$ cat src/rtl/vga_timing_gen.sv
// vga_timing_gen: parametrised raster timing generator.
// A horizontal and a vertical counter advance on each pix_en & enable tick.
// Every output is a flop loaded from a decode of the next counter values,
// so no output can glitch from combinational decode.
module vga_timing_gen #(
    parameter int unsigned H_FP    = 16,
    parameter int unsigned H_SYNC  = 96,
    parameter int unsigned H_BP    = 48,
    parameter int unsigned H_VIS   = 640,
    parameter int unsigned V_FP    = 12,
    parameter int unsigned V_SYNC  = 2,
    parameter int unsigned V_BP    = 35,
    parameter int unsigned V_VIS   = 400,
    parameter int unsigned H_POL   = 0,
    parameter int unsigned V_POL   = 1,
    parameter int unsigned Y_SHIFT = 0,
    parameter int unsigned XW      = 10,
    parameter int unsigned YW      = 9,
    parameter int unsigned FW      = 8
) (
    input  logic          clk,
    input  logic          reset,
    input  logic          pix_en,
    input  logic          enable,
    output logic          hsync,
    output logic          vsync,
    output logic          active,
    output logic [XW-1:0] x,
    output logic [YW-1:0] y,
    output logic          line_start,
    output logic          frame_start,
    output logic [FW-1:0] frame_cnt
);

    localparam int unsigned H_TOT   = H_FP + H_SYNC + H_BP + H_VIS;
    localparam int unsigned V_TOT   = V_FP + V_SYNC + V_BP + V_VIS;
    localparam int unsigned H_START = H_FP + H_SYNC + H_BP;
    localparam int unsigned V_START = V_FP + V_SYNC + V_BP;
    localparam int unsigned HCW     = (H_TOT > 1) ? $clog2(H_TOT) : 1;
    localparam int unsigned VCW     = (V_TOT > 1) ? $clog2(V_TOT) : 1;

    localparam logic [HCW-1:0] H_LAST_C      = HCW'(H_TOT - 1);
    localparam logic [VCW-1:0] V_LAST_C      = VCW'(V_TOT - 1);
    localparam logic [HCW-1:0] H_SYNC_BEG_C  = HCW'(H_FP);
    localparam logic [HCW-1:0] H_SYNC_END_C  = HCW'(H_FP + H_SYNC);
    localparam logic [VCW-1:0] V_SYNC_BEG_C  = VCW'(V_FP);
    localparam logic [VCW-1:0] V_SYNC_END_C  = VCW'(V_FP + V_SYNC);
    localparam logic [HCW-1:0] H_START_C     = HCW'(H_START);
    localparam logic [VCW-1:0] V_START_C     = VCW'(V_START);
    localparam logic           H_ACT         = 1'(H_POL);
    localparam logic           V_ACT         = 1'(V_POL);

    logic [HCW-1:0] hcnt_q, hcnt_d;
    logic [VCW-1:0] vcnt_q, vcnt_d;
    logic [FW-1:0]  frame_cnt_q, frame_cnt_d;
    logic           hsync_q, hsync_d;
    logic           vsync_q, vsync_d;
    logic           active_q, active_d;
    logic [XW-1:0]  x_q, x_d;
    logic [YW-1:0]  y_q, y_d;
    logic           line_start_q, line_start_d;
    logic           frame_start_q, frame_start_d;

    logic           tick;
    logic           h_last;
    logic           v_last;
    logic           h_vis;
    logic           v_vis;

    // Next-state: advance counters on a tick and decode outputs from the new counts.
    always_comb begin
        tick          = pix_en & enable;
        h_last        = (hcnt_q == H_LAST_C);
        v_last        = (vcnt_q == V_LAST_C);
        hcnt_d        = hcnt_q;
        vcnt_d        = vcnt_q;
        frame_cnt_d   = frame_cnt_q;
        hsync_d       = hsync_q;
        vsync_d       = vsync_q;
        active_d      = active_q;
        x_d           = x_q;
        y_d           = y_q;
        line_start_d  = 1'b0;
        frame_start_d = 1'b0;
        h_vis         = 1'b0;
        v_vis         = 1'b0;

        if (tick) begin
            hcnt_d = h_last ? '0 : hcnt_q + HCW'(1);
            if (h_last) begin
                vcnt_d = v_last ? '0 : vcnt_q + VCW'(1);
            end
            line_start_d  = h_last;
            frame_start_d = h_last & v_last;
            if (h_last & v_last) begin
                frame_cnt_d = frame_cnt_q + FW'(1);
            end

            h_vis    = (hcnt_d >= H_START_C);
            v_vis    = (vcnt_d >= V_START_C);
            hsync_d  = ((hcnt_d >= H_SYNC_BEG_C) && (hcnt_d < H_SYNC_END_C)) ? H_ACT : ~H_ACT;
            vsync_d  = ((vcnt_d >= V_SYNC_BEG_C) && (vcnt_d < V_SYNC_END_C)) ? V_ACT : ~V_ACT;
            active_d = h_vis & v_vis;
            x_d      = h_vis ? XW'(hcnt_d - H_START_C) : '0;
            y_d      = v_vis ? YW'((vcnt_d - V_START_C) >> Y_SHIFT) : '0;
        end
    end

    // State and output registers; reset parks the raster at (0,0) with syncs inactive.
    always_ff @(posedge clk or posedge reset) begin
        if (reset) begin
            hcnt_q        <= '0;
            vcnt_q        <= '0;
            frame_cnt_q   <= '0;
            hsync_q       <= ~H_ACT;
            vsync_q       <= ~V_ACT;
            active_q      <= 1'b0;
            x_q           <= '0;
            y_q           <= '0;
            line_start_q  <= 1'b0;
            frame_start_q <= 1'b0;
        end else begin
            hcnt_q        <= hcnt_d;
            vcnt_q        <= vcnt_d;
            frame_cnt_q   <= frame_cnt_d;
            hsync_q       <= hsync_d;
            vsync_q       <= vsync_d;
            active_q      <= active_d;
            x_q           <= x_d;
            y_q           <= y_d;
            line_start_q  <= line_start_d;
            frame_start_q <= frame_start_d;
        end
    end

    assign hsync       = hsync_q;
    assign vsync       = vsync_q;
    assign active      = active_q;
    assign x           = x_q;
    assign y           = y_q;
    assign line_start  = line_start_q;
    assign frame_start = frame_start_q;
    assign frame_cnt   = frame_cnt_q;

endmodule

$ cat config.mk
export PLATFORM = sky130hd
export DESIGN_NAME = vga_timing_gen
export DESIGN_NICKNAME = d
export VERILOG_FILES = /design/src/rtl/vga_timing_gen.sv
export SDC_FILE = /design/constraint.sdc
export NUM_CORES = 1
export LEC_CHECK = 0
export BUFFER_PORTS_ARGS = -buffer_cell sky130_fd_sc_hd__buf_2
export CORE_ASPECT_RATIO = 1.5
export CORE_MARGIN = 1.5
export CORE_UTILIZATION = 30
export DETAILED_ROUTE_END_ITERATION = 8
export PLACE_DENSITY = 0.57
export SYNTH_ARGS = -nofsm -noshare
export SYNTH_HDL_FRONTEND = slang
export SYNTH_SLANG_ARGS = --single-unit
$ cat constraint.sdc
create_clock -name clk -period 3.6 [get_ports clk]
set_clock_uncertainty 0.2 [all_clocks]
set_input_delay 0.72 -clock clk [delete_from_list [all_inputs] [get_ports clk]]
set_output_delay 0.72 -clock clk [all_outputs]
set_load 0.005 [all_outputs]
==> impl_metrics.tcl <==
set metrics [dict create \
    status "finished clean" \
    clk_pin_slew_ns 0.07 \
    core_area_mm2 0.01025 \
    period_minus_slack_ns 3.230 \
    fin_nets 401 \
    drt_iter0_drc 134 \
    yosysSeqAreaShare_pct 40.07 \
    grt_overflow_total 0 \
    hold_violations 0 \
    yosys-top-cells-count "72 x nand2_1, 50 x dfrtp_1, 35 x o21ai_0" \
    die-area_mm2 0.01127 \
    p_leak_nw 1.538 \
    synthDistinctLibCells 58 \
    ys.flop_type "dfrtp_1" \
    powerDensity_mw_per_mm2 459.2 \
    yosysWarningCount 0 \
    hp-class "reg -> reg" \
    detail-route-antenna-nets 0 \
    drc 0 \
    clk_latency_ns 0.29 \
    cts_tree "done" \
    port_buffers 35 \
    slowest_delay_ns 0.48 \
    grt_pass1_vias 2677 \
    worst_slew_margin_rel_pct 28.29 \
    fmax_ghz 0.3096 \
    fin_ws_ns 0.3697 \
    detail_route.vias_per_cell 5.190 \
    drt_first_pass_iters 4 \
    yosysMostFrequentCell "nand2_1" \
    cts_buffer_depth 2 \
    synth-edff-count 0 \
    antenna_found_initial 0 \
    peakVddDrop_mv 0.2162 \
    start_util_pct 31.11 \
    critPathCapture "y[6]$_DFFE_PP0P_" \
    critical_path.max_fanout 9 \
    synth_top_cell_area_share_pct 39.25 \
    cts_setup_buffers 0 \
    cp.required_ns 3.61 \
    cts_max_level 2 \
    setup_viol 0 \
    rr_worst_depth 12 \
    r2r_slack_ns 0.37 \
    ios 36 \
    wl_per_cell_um 15.06 \
    grt.total_usage_pct 14.93 \
    worstSetupPathDepth 12 \
    grt_pass1_wl_um 13030 \
    arrival_ns 3.24 \
    yosys_register_bits 51 \
    finalWeightedCongestion 0.8798 \
    cts_buffers 5 \
    worst-slew-pin-transition_ns 1.074 \
    syn_avg_cell_area_um2 8.687 \
    r2r_end "y[6]$_DFFE_PP0P_" \
    maxCapViolCount 0 \
    yosysTopAreaCell "dfrtp_1" \
    vias 2756 \
    final.setup.tns_ns 0 \
    ys_top_cells_by_area "dfrtp_1 39%, nand2_1 8.5%, o21ai_0 5.5%, xnor2_1 4.9%, ha_1 3.1%" \
    critPathLaunchType "flop" \
    critPathCaptureType "flop" \
    syn_nets 379 \
    startpoint "vcnt_q[1]$_DFFE_PP0P_" \
    synthesis.area_mm2 0.003188 \
    crit_type "reg -> reg" \
    place_hpwl_um 5866 \
    worstReg2RegStart "vcnt_q[1]$_DFFE_PP0P_" \
    timing.final.crit_share_pct 89.73 \
    syn_inst 367 \
    drt-total-wl_um 7996 \
    whs_ns 0.2670 \
    cts_hold_buffers 0 \
    crit_path_top_delay_cell "dfrtp_1" \
    antennaDiodeCount 0 \
    syn2layout_area_growth_pct 14.13 \
    synth-async-reset-ratio_pct 100.0 \
    cts_sinks 51 \
    fill_cells 1108 \
    num_rows 45 \
    finalMaxSlewViolations 0 \
    place_ws_ns 0.3087 \
    path_buf_inv 1 \
    grt_max_degree 52 \
    rsz0062_at_grt "no" \
    clock-root-buffer "clkbuf_16" \
    critPathTopFamily "simple AND/OR/NAND/NOR gates" \
    die_x_um 87.17 \
    path_cells "inv_1 > ha_1 > nor3b_1 > nand3_2 > nand2_1 > nor2_1 > a21oi_1 > ha_1 > nand2_1 > o21ai_0 > nor4_1 > o31ai_1" \
    drive_gt1_share_pct 18.21 \
    dieHeight_um 129.3 \
]
through the flow:
stage | instance area, µm² | cells | power (mW) | utilization [%]
3_5_place_dp | 3461 | 523 | 1.134 | 33.77
3_3_place_gp | 3461 | 523 | 1.123 | 33.77
4_1_cts | 3633 | 531 | 1.696 | 35.46
5_1_grt | 3638 | 531 | 1.778 | 35.51
2_1_floorplan | 3188 | 367 | 1.025 | -
6_report | 3638 | 531 | 1.671 | 35.51
state kept, by name, summed over array words and instances, names as in the netlist:
name         flops
hcnt_q          10
x               10
vcnt_q           9
y                9
frame_cnt        8
active           1
frame_start      1
hsync            1
line_start       1
vsync            1
cells by family after synthesis:
family	count (synthesis)	synth area share, %
fa+ha+maj	8	3.140
flops	51	40.07
buf+inv	36	5.180
simple gates	154	24.92
xor+xnor	28	7.928
mux	2	0.7064
compound gates	88	18.05
how the worst min path moves through the flow:
| stage | from | end | slack (ns) | cells after the start |
|---|---|---|---|---|
| after floorplan | frame_cnt[7]$_DFFE_PP0P_ | frame_cnt[7]$_DFFE_PP0P_ | 0.26 | 1 |
| after global routing | frame_cnt[7]$_DFFE_PP0P_ | frame_cnt[7]$_DFFE_PP0P_ | 0.28 | 1 |
| final | frame_cnt[7]$_DFFE_PP0P_ | frame_cnt[7]$_DFFE_PP0P_ | 0.27 | 1 |
| after CTS | frame_cnt[7]$_DFFE_PP0P_ | frame_cnt[7]$_DFFE_PP0P_ | 0.27 | 1 |
| after global placement | frame_cnt[7]$_DFFE_PP0P_ | frame_cnt[7]$_DFFE_PP0P_ | 0.25 | 1 |
| after detailed placement | frame_cnt[7]$_DFFE_PP0P_ | frame_cnt[7]$_DFFE_PP0P_ | 0.26 | 1 |
placed cells by master (no fill, tap or decap), types with 2 or more instances in the layout:
master	netlist	routed
o2111ai_1	2	2
o211ai_1	2	2
a31oi_1	6	6
o31ai_1	5	5
xnor2_1	18	18
a21boi_0	2	2
o21a_1	4	4
and3_1	5	5
xor2_1	9	9
o32ai_1	2	2
mux2_2	2	2
a21oi_1	12	12
nand2_1	72	72
nor3_1	6	6
or2_2	2	2
or3_1	2	2
o21ai_0	35	35
a32oi_1	2	2
dfrtp_1	50	50
and2_1	3	3
buf_2	8	35
ha_1	8	8
nand2b_1	2	2
a2bb2oi_1	2	2
nor3_2	2	2
nor4_1	2	2
nor4_2	2	2
nor4_4	2	2
nand3_1	12	11
a211oi_1	2	2
inv_1	9	8
buf_4	1	7
o21bai_1	2	2
nor2_1	21	21
nor3b_1	4	4
clkbuf_16	0	5
nand4_1	11	11
layer usage:
metal / routed length, µm / global-route usage (%) / up-vias
met5: 0 / 0 / -
met4: 199 / 7.937 / 0
met3: 301 / 2.293 / 15
met2: 4255 / 27.09 / 64
met1: 3239 / 16.49 / 1339
li1: - / - / 1338
layout make-up:
type | count | area, µm² | share of cell area [%]
tap | 141 | 176.4 | 4.849
clock buffer | 5 | 125.1 | 3.439
inverter | 9 | 33.78 | 0.9285
multi-input combinational | 280 | 1750 | 48.11
sequential | 51 | 1277 | 35.11
clock inverter | 3 | 47.55 | 1.307
timing repair buffer | 42 | 227.7 | 6.259
report_power, final:
part	internal [mW]	switching [mW]	total (mW)	leakage, nW
combinational	0.155	0.199	0.354	0.775
clock	0.332	0.222	0.554	0.0844
sequential	0.653	0.110	0.764	0.678
repair_timing:
action,CTS,global route
resized for setup,0,1
endpoints found under the setup margin,0,1
hold endpoints to repair,0,0
Power figures use the tool's default switching activity.
